$ cat config.mk
export PLATFORM = sky130hd
export DESIGN_NAME = rrv2rvh_ruby_req_sched_flat
export DESIGN_NICKNAME = d
export VERILOG_FILES = /design/src/rtl/rrv2rvh_ruby_req_sched_if.sv /design/src/rtl/rrv2rvh_ruby_req_sched.sv /design/src/flat_wrapper.sv
export SDC_FILE = /design/constraint.sdc
export NUM_CORES = 1
export LEC_CHECK = 0
export ABC_AREA = 1
export BUFFER_PORTS_ARGS = -buffer_cell sky130_fd_sc_hd__buf_2
export CORE_MARGIN = 10
export CORE_UTILIZATION = 41
export CTS_CLUSTER_SIZE = 24
export DETAILED_ROUTE_END_ITERATION = 8
export PLACE_DENSITY = 0.82
export SYNTH_ARGS = -nofsm -noshare
export SYNTH_HDL_FRONTEND = slang
export SYNTH_SLANG_ARGS = --single-unit
$ cat constraint.sdc
create_clock -name clk -period 5.25 [get_ports clk]
set_input_delay 1.05 -clock clk [delete_from_list [all_inputs] [get_ports clk]]
set_output_delay 1.05 -clock clk [all_outputs]
set_load 0.01 [all_outputs]
$ cat src/rtl/rrv2rvh_ruby_req_sched_if.sv
// ============================================================================
//  Module      : rrv2rvh_ruby_req_sched_if
//  Description : Request/issue/response bundle between the Ruby tester
//                front-end, the request scheduler and the rvh L1D ports.
//  Revision    : 1.0 - initial release
// ============================================================================
`default_nettype none

interface rrv2rvh_ruby_req_sched_if #(
    parameter int ID_W    = 8,
    parameter int PADDR_W = 56,
    parameter int XLEN    = 64,
    parameter int LDOP_W  = 4,
    parameter int STOP_W  = 5
) ();
    // Ruby front-end request
    logic               ruby_req_vld_i;
    logic               ruby_req_rdy_o;
    logic               ruby_req_is_ld_i;
    logic               ruby_req_is_ser_i;
    logic [LDOP_W-1:0]  ruby_req_ld_type_i;
    logic [STOP_W-1:0]  ruby_req_st_type_i;
    logic [ID_W-1:0]    ruby_req_id_i;
    logic [PADDR_W-1:0] ruby_req_paddr_i;
    logic [XLEN-1:0]    ruby_req_data_i;
    // L1D load port
    logic               ld_req_vld_o;
    logic               ld_req_rdy_i;
    logic [LDOP_W-1:0]  ld_req_type_o;
    logic [ID_W-1:0]    ld_req_id_o;
    logic [PADDR_W-1:0] ld_req_paddr_o;
    // L1D store port
    logic               st_req_vld_o;
    logic               st_req_rdy_i;
    logic [STOP_W-1:0]  st_req_type_o;
    logic [ID_W-1:0]    st_req_id_o;
    logic [PADDR_W-1:0] st_req_paddr_o;
    logic [XLEN-1:0]    st_req_data_o;
    // Completion pulses
    logic               ld_resp_vld_i;
    logic               st_resp_vld_i;

    // Environment side: drives requests, L1D readiness and responses
    modport master (
        output ruby_req_vld_i, ruby_req_is_ld_i, ruby_req_is_ser_i,
               ruby_req_ld_type_i, ruby_req_st_type_i, ruby_req_id_i,
               ruby_req_paddr_i, ruby_req_data_i,
               ld_req_rdy_i, st_req_rdy_i, ld_resp_vld_i, st_resp_vld_i,
        input  ruby_req_rdy_o,
               ld_req_vld_o, ld_req_type_o, ld_req_id_o, ld_req_paddr_o,
               st_req_vld_o, st_req_type_o, st_req_id_o, st_req_paddr_o,
               st_req_data_o
    );

    // Scheduler side
    modport slave (
        input  ruby_req_vld_i, ruby_req_is_ld_i, ruby_req_is_ser_i,
               ruby_req_ld_type_i, ruby_req_st_type_i, ruby_req_id_i,
               ruby_req_paddr_i, ruby_req_data_i,
               ld_req_rdy_i, st_req_rdy_i, ld_resp_vld_i, st_resp_vld_i,
        output ruby_req_rdy_o,
               ld_req_vld_o, ld_req_type_o, ld_req_id_o, ld_req_paddr_o,
               st_req_vld_o, st_req_type_o, st_req_id_o, st_req_paddr_o,
               st_req_data_o
    );
endinterface

`default_nettype wire

$ cat src/rtl/rrv2rvh_ruby_req_sched.sv
// ============================================================================
//  Module      : rrv2rvh_ruby_req_sched
//  Description : Single-entry issue scheduler from the Ruby random tester to
//                the rvh L1D load/store ports. Serializes fences and atomics
//                and tracks the outstanding-request count.
//  Revision    : 1.0 - initial release
// ============================================================================
`default_nettype none

module rrv2rvh_ruby_req_sched #(
    parameter int MAX_OUTSTANDING = 8,
    parameter int ID_W            = 8,
    parameter int PADDR_W         = 56,
    parameter int XLEN            = 64,
    parameter int LDOP_W          = 4,
    parameter int STOP_W          = 5
) (
    input  wire logic                                clk,
    input  wire logic                                rst,
    rrv2rvh_ruby_req_sched_if.slave                  bus,
    output logic [$clog2(MAX_OUTSTANDING+1)-1:0]     outstanding_cnt_o,
    output logic                                     busy_o,
    output logic                                     err_o
);
    localparam int CNT_W = $clog2(MAX_OUTSTANDING + 1);
    localparam logic [CNT_W-1:0] CNT_MAX = CNT_W'(MAX_OUTSTANDING);

    localparam logic [1:0] RUN      = 2'd0;
    localparam logic [1:0] DRAIN    = 2'd1;
    localparam logic [1:0] SER_WAIT = 2'd2;

    logic [1:0]         state;
    logic [CNT_W-1:0]   cnt;
    logic [CNT_W-1:0]   cnt_next;
    logic               underflow;
    logic               err;

    logic               head_vld;
    logic               head_is_ld;
    logic               head_ser;
    logic [LDOP_W-1:0]  head_ld_type;
    logic [STOP_W-1:0]  head_st_type;
    logic [ID_W-1:0]    head_id;
    logic [PADDR_W-1:0] head_paddr;
    logic [XLEN-1:0]    head_data;

    logic               ld_vld;
    logic               st_vld;
    logic               head_fire;
    logic               accept;
    logic               rdy;

    logic [CNT_W:0]     cnt_sum;
    logic [CNT_W:0]     cnt_dec;
    logic [CNT_W:0]     cnt_diff;

    assign head_fire = (ld_vld & bus.ld_req_rdy_i) | (st_vld & bus.st_req_rdy_i);

    // Issue gating. vld can only drop through a fire: the count never grows
    // without a fire, so once the limit gate passes it stays passed.
    always_comb begin
        ld_vld = 1'b0;
        st_vld = 1'b0;
        case (state)
            RUN: begin
                if (head_vld && !head_ser && (cnt < CNT_MAX)) begin
                    ld_vld = head_is_ld;
                    st_vld = !head_is_ld;
                end
            end
            DRAIN: begin
                st_vld = head_vld && (cnt == '0);
            end
            default: begin
                ld_vld = 1'b0;
                st_vld = 1'b0;
            end
        endcase
    end

    // Accept when the head is empty or is being vacated by a plain request
    assign rdy    = !rst && (state == RUN) && (!head_vld || (head_fire && !head_ser));
    assign accept = bus.ruby_req_vld_i && rdy;

    // Head register capture / release
    always_ff @(posedge clk or posedge rst) begin
        if (rst) begin
            head_vld     <= 1'b0;
            head_is_ld   <= 1'b0;
            head_ser     <= 1'b0;
            head_ld_type <= '0;
            head_st_type <= '0;
            head_id      <= '0;
            head_paddr   <= '0;
            head_data    <= '0;
        end else if (accept) begin
            head_vld     <= 1'b1;
            head_is_ld   <= bus.ruby_req_is_ld_i;
            head_ser     <= bus.ruby_req_is_ser_i;
            head_ld_type <= bus.ruby_req_ld_type_i;
            head_st_type <= bus.ruby_req_st_type_i;
            head_id      <= bus.ruby_req_id_i;
            head_paddr   <= bus.ruby_req_paddr_i;
            head_data    <= bus.ruby_req_data_i;
        end else if (head_fire) begin
            head_vld     <= 1'b0;
        end
    end

    // Serialization state machine
    always_ff @(posedge clk or posedge rst) begin
        if (rst) begin
            state <= RUN;
        end else begin
            case (state)
                RUN:      if (head_vld && head_ser)  state <= DRAIN;
                DRAIN:    if (st_vld && bus.st_req_rdy_i) state <= SER_WAIT;
                SER_WAIT: if (cnt == '0)             state <= RUN;
                default:                             state <= RUN;
            endcase
        end
    end

    // Next count: +fire, -each response, clamped at zero on underflow
    always_comb begin
        cnt_sum   = {1'b0, cnt} + {{CNT_W{1'b0}}, head_fire};
        cnt_dec   = {{CNT_W{1'b0}}, bus.ld_resp_vld_i} + {{CNT_W{1'b0}}, bus.st_resp_vld_i};
        cnt_diff  = cnt_sum - cnt_dec;
        underflow = 1'b0;
        cnt_next  = cnt_diff[CNT_W-1:0];
        if (cnt_dec > cnt_sum) begin
            underflow = 1'b1;
            cnt_next  = '0;
        end
    end

    // Outstanding counter and sticky underflow flag
    always_ff @(posedge clk or posedge rst) begin
        if (rst) begin
            cnt <= '0;
            err <= 1'b0;
        end else begin
            cnt <= cnt_next;
            if (underflow) err <= 1'b1;
        end
    end

    assign bus.ruby_req_rdy_o = rdy;
    assign bus.ld_req_vld_o   = ld_vld;
    assign bus.ld_req_type_o  = head_ld_type;
    assign bus.ld_req_id_o    = head_id;
    assign bus.ld_req_paddr_o = head_paddr;
    assign bus.st_req_vld_o   = st_vld;
    assign bus.st_req_type_o  = head_st_type;
    assign bus.st_req_id_o    = head_id;
    assign bus.st_req_paddr_o = head_paddr;
    assign bus.st_req_data_o  = head_data;

    assign outstanding_cnt_o = cnt;
    assign busy_o            = head_vld || (cnt != '0) || (state != RUN);
    assign err_o             = err;
endmodule

`default_nettype wire

$ cat src/flat_wrapper.sv
// flat-port wrapper written by rule: the top's interface ports become plain ports
module rrv2rvh_ruby_req_sched_flat 
#(
    parameter int MAX_OUTSTANDING = 8,
    parameter int ID_W            = 8,
    parameter int PADDR_W         = 56,
    parameter int XLEN            = 64,
    parameter int LDOP_W          = 4,
    parameter int STOP_W          = 5
)
  (clk, rst, outstanding_cnt_o, busy_o, err_o, bus_ruby_req_vld_i, bus_ruby_req_is_ld_i, bus_ruby_req_is_ser_i, bus_ruby_req_ld_type_i, bus_ruby_req_st_type_i, bus_ruby_req_id_i, bus_ruby_req_paddr_i, bus_ruby_req_data_i, bus_ld_req_rdy_i, bus_st_req_rdy_i, bus_ld_resp_vld_i, bus_st_resp_vld_i, bus_ruby_req_rdy_o, bus_ld_req_vld_o, bus_ld_req_type_o, bus_ld_req_id_o, bus_ld_req_paddr_o, bus_st_req_vld_o, bus_st_req_type_o, bus_st_req_id_o, bus_st_req_paddr_o, bus_st_req_data_o);
  rrv2rvh_ruby_req_sched_if #(.ID_W(ID_W), .PADDR_W(PADDR_W), .XLEN(XLEN), .LDOP_W(LDOP_W), .STOP_W(STOP_W)) bus_i ();
  input  wire logic clk;
  input  wire logic rst;
  output logic [$clog2(MAX_OUTSTANDING+1)-1:0] outstanding_cnt_o;
  output logic busy_o;
  output logic err_o;
  input wire logic [$bits(bus_i.ruby_req_vld_i)-1:0] bus_ruby_req_vld_i;
  input wire logic [$bits(bus_i.ruby_req_is_ld_i)-1:0] bus_ruby_req_is_ld_i;
  input wire logic [$bits(bus_i.ruby_req_is_ser_i)-1:0] bus_ruby_req_is_ser_i;
  input wire logic [$bits(bus_i.ruby_req_ld_type_i)-1:0] bus_ruby_req_ld_type_i;
  input wire logic [$bits(bus_i.ruby_req_st_type_i)-1:0] bus_ruby_req_st_type_i;
  input wire logic [$bits(bus_i.ruby_req_id_i)-1:0] bus_ruby_req_id_i;
  input wire logic [$bits(bus_i.ruby_req_paddr_i)-1:0] bus_ruby_req_paddr_i;
  input wire logic [$bits(bus_i.ruby_req_data_i)-1:0] bus_ruby_req_data_i;
  input wire logic [$bits(bus_i.ld_req_rdy_i)-1:0] bus_ld_req_rdy_i;
  input wire logic [$bits(bus_i.st_req_rdy_i)-1:0] bus_st_req_rdy_i;
  input wire logic [$bits(bus_i.ld_resp_vld_i)-1:0] bus_ld_resp_vld_i;
  input wire logic [$bits(bus_i.st_resp_vld_i)-1:0] bus_st_resp_vld_i;
  output wire logic [$bits(bus_i.ruby_req_rdy_o)-1:0] bus_ruby_req_rdy_o;
  output wire logic [$bits(bus_i.ld_req_vld_o)-1:0] bus_ld_req_vld_o;
  output wire logic [$bits(bus_i.ld_req_type_o)-1:0] bus_ld_req_type_o;
  output wire logic [$bits(bus_i.ld_req_id_o)-1:0] bus_ld_req_id_o;
  output wire logic [$bits(bus_i.ld_req_paddr_o)-1:0] bus_ld_req_paddr_o;
  output wire logic [$bits(bus_i.st_req_vld_o)-1:0] bus_st_req_vld_o;
  output wire logic [$bits(bus_i.st_req_type_o)-1:0] bus_st_req_type_o;
  output wire logic [$bits(bus_i.st_req_id_o)-1:0] bus_st_req_id_o;
  output wire logic [$bits(bus_i.st_req_paddr_o)-1:0] bus_st_req_paddr_o;
  output wire logic [$bits(bus_i.st_req_data_o)-1:0] bus_st_req_data_o;
  assign bus_i.ruby_req_vld_i = bus_ruby_req_vld_i;
  assign bus_i.ruby_req_is_ld_i = bus_ruby_req_is_ld_i;
  assign bus_i.ruby_req_is_ser_i = bus_ruby_req_is_ser_i;
  assign bus_i.ruby_req_ld_type_i = bus_ruby_req_ld_type_i;
  assign bus_i.ruby_req_st_type_i = bus_ruby_req_st_type_i;
  assign bus_i.ruby_req_id_i = bus_ruby_req_id_i;
  assign bus_i.ruby_req_paddr_i = bus_ruby_req_paddr_i;
  assign bus_i.ruby_req_data_i = bus_ruby_req_data_i;
  assign bus_i.ld_req_rdy_i = bus_ld_req_rdy_i;
  assign bus_i.st_req_rdy_i = bus_st_req_rdy_i;
  assign bus_i.ld_resp_vld_i = bus_ld_resp_vld_i;
  assign bus_i.st_resp_vld_i = bus_st_resp_vld_i;
  assign bus_ruby_req_rdy_o = bus_i.ruby_req_rdy_o;
  assign bus_ld_req_vld_o = bus_i.ld_req_vld_o;
  assign bus_ld_req_type_o = bus_i.ld_req_type_o;
  assign bus_ld_req_id_o = bus_i.ld_req_id_o;
  assign bus_ld_req_paddr_o = bus_i.ld_req_paddr_o;
  assign bus_st_req_vld_o = bus_i.st_req_vld_o;
  assign bus_st_req_type_o = bus_i.st_req_type_o;
  assign bus_st_req_id_o = bus_i.st_req_id_o;
  assign bus_st_req_paddr_o = bus_i.st_req_paddr_o;
  assign bus_st_req_data_o = bus_i.st_req_data_o;
  rrv2rvh_ruby_req_sched #(.MAX_OUTSTANDING(MAX_OUTSTANDING), .ID_W(ID_W), .PADDR_W(PADDR_W), .XLEN(XLEN), .LDOP_W(LDOP_W), .STOP_W(STOP_W)) u_core (.clk(clk), .rst(rst), .bus(bus_i), .outstanding_cnt_o(outstanding_cnt_o), .busy_o(busy_o), .err_o(err_o));
endmodule
==> results of run 1 <==
cells by family (layout without fill, tap and decap cells):
logic type,Yosys count,count (layout),synth area share
xor+xnor,3,3,0.00390
buf+inv,142,411,0.120
fa+ha+maj,8,8,0.0160
compound gates,5,5,0.00389
simple gates,458,458,0.311
flops,147,147,0.545
cell type report:
cell class,count,share of cell area
well taps,216,0.0307
clock buffers,18,0.0488
clock inverters,13,0.0266
repair buffers,363,0.209
flip-flops and latches,147,0.418
inverters,17,0.00782
multi-input cells,474,0.259
per-stage QoR:
step | power [mW] | setup WS, ns | cell area, µm² | hold WS (ns) | cells
after detailed placement | 4.46 | 1.72 | 8130 | 0.454 | 1217
after CTS | 5.85 | 2.04 | 8790 | 0.469 | 1248
after floorplan | 3.60 | 0.249 | 6750 | 0.464 | 763
after global placement | 4.38 | 1.80 | 8130 | 0.448 | 1217
final | 5.78 | 2.06 | 8790 | 0.465 | 1248
after global routing | 6.21 | 1.86 | 8790 | 0.490 | 1248
Yosys cell counts:
cell type	number	share of area
a21oi_1	3	0.0022
nor3_1	1	0.00074
nand2_1	298	0.17
clkbuf_1	30	0.017
xnor2_1	1	0.0013
nor2_2	1	0.00093
buf_2	31	0.023
nor2_1	11	0.0061
o21ai_0	1	0.00074
o22ai_1	1	0.00093
inv_1	16	0.0089
or2_2	1	0.00093
buf_4	64	0.071
nand3_1	3	0.0022
inv_2	1	0.00056
nand4_1	140	0.13
fa_1	1	0.0030
dfrtp_1	147	0.55
nand2_2	1	0.00093
xor2_1	2	0.0026
ha_1	7	0.013
nand3_2	2	0.0030
routing by layer:
layer,global-route usage,share of wire
met4,0.0644,0.023
met2,0.330,0.49
met3,0.0889,0.11
met5,0,0.00093
met1,0.223,0.38
worst max path at each step:
stage                                          start                                       end
6_report                            bus_ld_req_rdy_i                        bus_ruby_req_rdy_o
5_1_grt        u_core.outstanding_cnt_o[3]$_DFF_PP0_                        bus_ruby_req_rdy_o
4_1_cts        u_core.outstanding_cnt_o[3]$_DFF_PP0_                        bus_ruby_req_rdy_o
3_5_place_dp                        bus_ld_req_rdy_i  u_core.bus.st_req_data_o[59]$_DFFE_PP0P_
3_3_place_gp                        bus_ld_req_rdy_i  u_core.bus.st_req_data_o[29]$_DFFE_PP0P_
2_1_floorplan                                    rst     u_core.bus.ld_req_id_o[0]$_DFFE_PP0P_
flip-flops by register name, indices dropped and copies added (netlist names):
register	flops
u_core.bus.st_req_data_o	64
u_core.bus.ld_req_paddr_o	56
u_core.bus.ld_req_id_o	8
u_core.bus.st_req_type_o	5
u_core.bus.ld_req_type_o	4
u_core.outstanding_cnt_o	4
u_core.state	2
u_core.err_o	1
u_core.head_is_ld	1
u_core.head_ser	1
u_core.head_vld	1
worst reg2reg max path: cells and delay by family, from the launching register on:
kind          cells  cell delay [ns]
buf+inv           2             0.84
simple gates      9             1.78
flops             1             0.38
power breakdown:
group,internal [mW],switching (mW),total (mW)
combinational,0.857,1.57,2.43
sequential,1.64,0.339,1.98
clock,0.890,0.481,1.37
==> results.md, run 1 <==
- Synth Cell Area: 6750 µm²
- Max clock buf depth: 2
- # resized after CTS: 0
- Wirelength, routed: 22500 µm
- Synth Register Bits: 147
- Library cells used by synthesis: 22
- Final Max Tran Viols: 0
- Most frequent cells in the layout: buf_2 (354), nand2_1 (298), dfrtp_1 (147)
- Synthesized netlist net count: 917
- Number of H-tree levels: 4
- Worst IR drop on VDD: 0.000301 V
- Tmin final: 3.19 ns
- Final core utilization: 0.550
- HP Start: u_core.bus.st_req_data_o[33]$_DFFE_PP0P_
- Gr ovfl total: 0
- Ant diodes: 0
- Drc violations: 0
- WL per Instance: 18.1 µm
- Commonest non-fill, non-tap cell in the layout: buf_2
- # setup viols final: 0
- Max Clock Freq: 313 MHz
- Clk root buf: clkbuf_16
- Min-delay worst type: reg2reg
- Core outline area: 16000 µm²
- First-pass GRT wire length: 35400 µm
- Gr usage total: 0.198
- Largest net degree at the start of global routing: 106
- DR pass1 iterations: 5
- Remaining antenna violation count after routing: 0
- Die Span X: 148 µm
- Die height: 148 µm
- Hold Crit Endpoint: u_core.bus.st_req_data_o[33]$_DFFE_PP0P_
- Final Hold Viols: 0
- Startpoint types: primary input
- Crit-path slowest cell: nand3_4
- Vias per cell: 5.14
- CTS sink cnt: 147
- Register area: 3680 µm²
- Worst path cell trace: buf_2, nand4_1, nand3_4, nand2_1, inv_1, buf_2
- R2R Path End: u_core.bus.st_req_data_o[59]$_DFFE_PP0P_
- Crit-path max FO: 37
- Setup TNS: 0 ns
- Initial core utilization: 0.422
- Status: complete, no violations
- Hold bufs inserted after CTS: 0
- Vias in the first global route: 6486
- Die area: 22000 µm²
- NumNets Final: 1174
- Syn avg cell area: 8.84 µm²
- Initial antenna violation count: 2
- R2R cell count: 11
- Critical path data arrival time: 2.14 ns
- Worst reg-to-reg setup slack: 2.20 ns
- RSZ-0062 raised after global routing: false
- Sequential area share after synthesis: 0.545
- Most frequent cell on the critical path: buf_2
- Relative slew slack: 0.376
- WS Path Type: in2out
- DRT iter0 DRCs: 417
- Setup Skew: 0.0115 ns
- Num rows: 46
- Fillers: 1457
- Cell leakage power: 5.15 nW
- Via count of the routed design: 6415
- Critical path's top delay family: simple AND/OR/NAND/NOR gates
- Max-cap violations: 0
- RR Startpoint: u_core.state[0]$_DFFE_PP0P_
- Share of layout cells above drive strength 1: 0.388
- CP Depth: 6
- I/O Buffers: 355
- Setup Buffers After CTS: 0
- Syn Inst Count: 763
- Multi-input combinational cell area: 2270 µm²
- Clock buffer count from CTS: 17
- Clk_lat worst skew: 0.42 ns
- Gpl congestion: 0.827
- Critical Path End Type: output port
- Hold Path Stages: 2
- Worst slew pin tran: 0.936 ns
- Clock transition at path regs: 0.06 ns
- Num ports: 356
- Area delta synth->final: 30.4%
- Critical path buffers and inverters: 3
- CP Data Required Time: 4.20 ns
- CTS tree: built
- PwrDens: 657 nW/µm²
- Detailed placement HPWL: 16400 µm
- Yosys warns: 0
- Fin crit share: 0.608
- CP max stage delay: 0.39 ns
Power figures use the tool's default switching activity.
==> inputs of run 2 (changes only) <==
Settings changed: CORE_UTILIZATION 41 to 45, PLACE_DENSITY 0.82 to 0.85.
Clock period 5.25 ns to 2.95 ns, I/O delays scaled along.
==> results.md, run 2 (same netlist as run 1, synthesis figures left out) <==
- Tmin final: 2.70 ns
- # resized after CTS: 0
- Fin crit share: 0.917
- Largest register FFs: 64
- PwrDens: 1150 nW/µm²
- Clk root buf: clkbuf_16
- Cell leakage power: 5.15 nW
- Max Clock Freq: 370 MHz
- Gpl congestion: 0.916
- Initial antenna violation count: 2
- Final critical-path setup slack: 0.245 ns
- Max clock buf depth: 2
- Combinational fraction of design power: 0.434
- Net switching power figure: 4.24 mW
- Die Span X: 142 µm
- First-pass GRT wire length: 34300 µm
- Dpl cell area: 8180 µm²
- CTS sink cnt: 147
- Critical path data arrival time: 2.98 ns
- Commonest non-fill, non-tap cell in the layout: buf_2
- NumNets Final: 1176
- Setup crit end: u_core.outstanding_cnt_o[3]$_DFF_PP0_
- Detailed placement HPWL: 16500 µm
- CP max stage delay: 0.48 ns
- # setup viols final: 0
- DRT iter0 DRCs: 428
- Critical path's top delay family: simple AND/OR/NAND/NOR gates
- Area delta synth->final: 30.2%
- Min-delay worst type: in2async
- WL per Instance: 18.6 µm
- Clk_lat worst skew: 0.42 ns
- Reg power frac: 0.351
- Clock buffer count from CTS: 17
- Setup Skew: 0.00910 ns
- Setup Buffers After CTS: 0
- Worst Setup SP: u_core.outstanding_cnt_o[2]$_DFF_PP0_
- Startpoint types: flop
- Vias per cell: 5.23
- Die area: 20300 µm²
- Most frequent cells in the layout: buf_2 (354), nand2_1 (298), dfrtp_1 (147)
- Dpl ws: 0.301 ns
- RR Startpoint: u_core.outstanding_cnt_o[2]$_DFF_PP0_
- CP Data Required Time: 3.22 ns
- CP Depth: 14
- Largest net degree at the start of global routing: 101
- Switching power share of the total: 0.419
- R2R cell count: 14
- Crit-path slowest cell: nor3_1
- Status: complete, no violations
- Most frequent cell on the critical path: nand2_1
- Relative slew slack: 0.598
- Worst reg-to-reg setup slack: 0.25 ns
- Final Max Tran Viols: 0
- Final Hold Viols: 0
- I/O Buffers: 355
- Max-cap violations: 0
- Initial core utilization: 0.462
- Die height: 142 µm
- Number of H-tree levels: 4
- Clock transition at path regs: 0.06 ns
- R2R Path End: u_core.outstanding_cnt_o[3]$_DFF_PP0_
- Worst path cell trace: inv_1, nand2_1, nor2_1, nand2_1, nand2_1, nand2_2, nand2_1, ha_1, ha_1, ha_1, nand2_1, nand2_1, nor3_1, nor2_1
- Wirelength, routed: 22600 µm
- DR pass1 iterations: 5
- Final instance area: 8780 µm²
- Worst slew pin tran: 0.604 ns
- WS Path Type: reg2reg
- Vias in the first global route: 6334
- Clk network pwr share: 0.215
- Pint: 5.87 mW
- Num rows: 44
- Crit-path max FO: 5
- Via count of the routed design: 6378
- Gr ovfl total: 0
- Remaining antenna violation count after routing: 0
- RSZ-0062 raised after global routing: false
- Worst IR drop on VDD: 0.000661 V
- Share of layout cells above drive strength 1: 0.387
- Hold bufs inserted after CTS: 0
- Critical path buffers and inverters: 1
- CTS tree: built
- Drc violations: 0
- Core outline area: 14600 µm²
- Num ports: 356
- Gr usage total: 0.211
- Setup TNS: 0 ns
- Critical Path End Type: flop
run 2: power by group through the flow:
stage	Combinational, mW	Sequential (mW)	Clock (mW)
final	4.39	3.54	2.17
after global routing	4.85	3.65	2.32
after CTS	4.47	3.54	2.22
after detailed placement	4.47	3.55	0
after global placement	4.36	3.51	0
after floorplan	2.53	3.88	0
run 2: metal layers:
metal | track usage | up-vias | part of all wire
li1 | - | 3000 | -
met1 | 0.235 | 3017 | 0.37
met2 | 0.355 | 317 | 0.51
met3 | 0.0885 | 42 | 0.10
met4 | 0.0745 | 2 | 0.022
met5 | 0 | - | 0.00057
run 2: cell type report:
type                       instances  area (µm²)
clock inverter                     9         130
sequential                       147        3680
antenna                            2        5.00
fill                            1241        5810
clock buffer                      22         464
inverter                          17        67.6
multi-input combinational        474        2270
timing repair buffer             365        1930
tap                              184         230
run 2: worst min-delay path by stage:
stage	to	cells past startpoint	start	slack, ns
2_1_floorplan	u_core.head_ser$_DFFE_PP0P_	2	u_core.head_ser$_DFFE_PP0P_	0.46
3_3_place_gp	u_core.bus.st_req_data_o[38]$_DFFE_PP0P_	2	u_core.bus.st_req_data_o[38]$_DFFE_PP0P_	0.45
3_5_place_dp	u_core.bus.st_req_data_o[4]$_DFFE_PP0P_	2	u_core.bus.st_req_data_o[4]$_DFFE_PP0P_	0.45
4_1_cts	u_core.bus.st_req_data_o[26]$_DFFE_PP0P_	2	rst	0.1
5_1_grt	u_core.bus.st_req_data_o[26]$_DFFE_PP0P_	2	rst	0.1
6_report	u_core.bus.st_req_data_o[28]$_DFFE_PP0P_	2	rst	0.12
run 2: metrics by stage:
stage	hold WS, ns	power (mW)	utilization	std cells
floorplan	0.464	6.41	-	763
global placement	0.449	7.87	0.561	1187
detailed placement	0.453	8.02	0.561	1187
CTS	0.0982	10.2	0.601	1218
global route	0.0981	10.8	0.602	1219
finish	0.123	10.1	0.602	1220
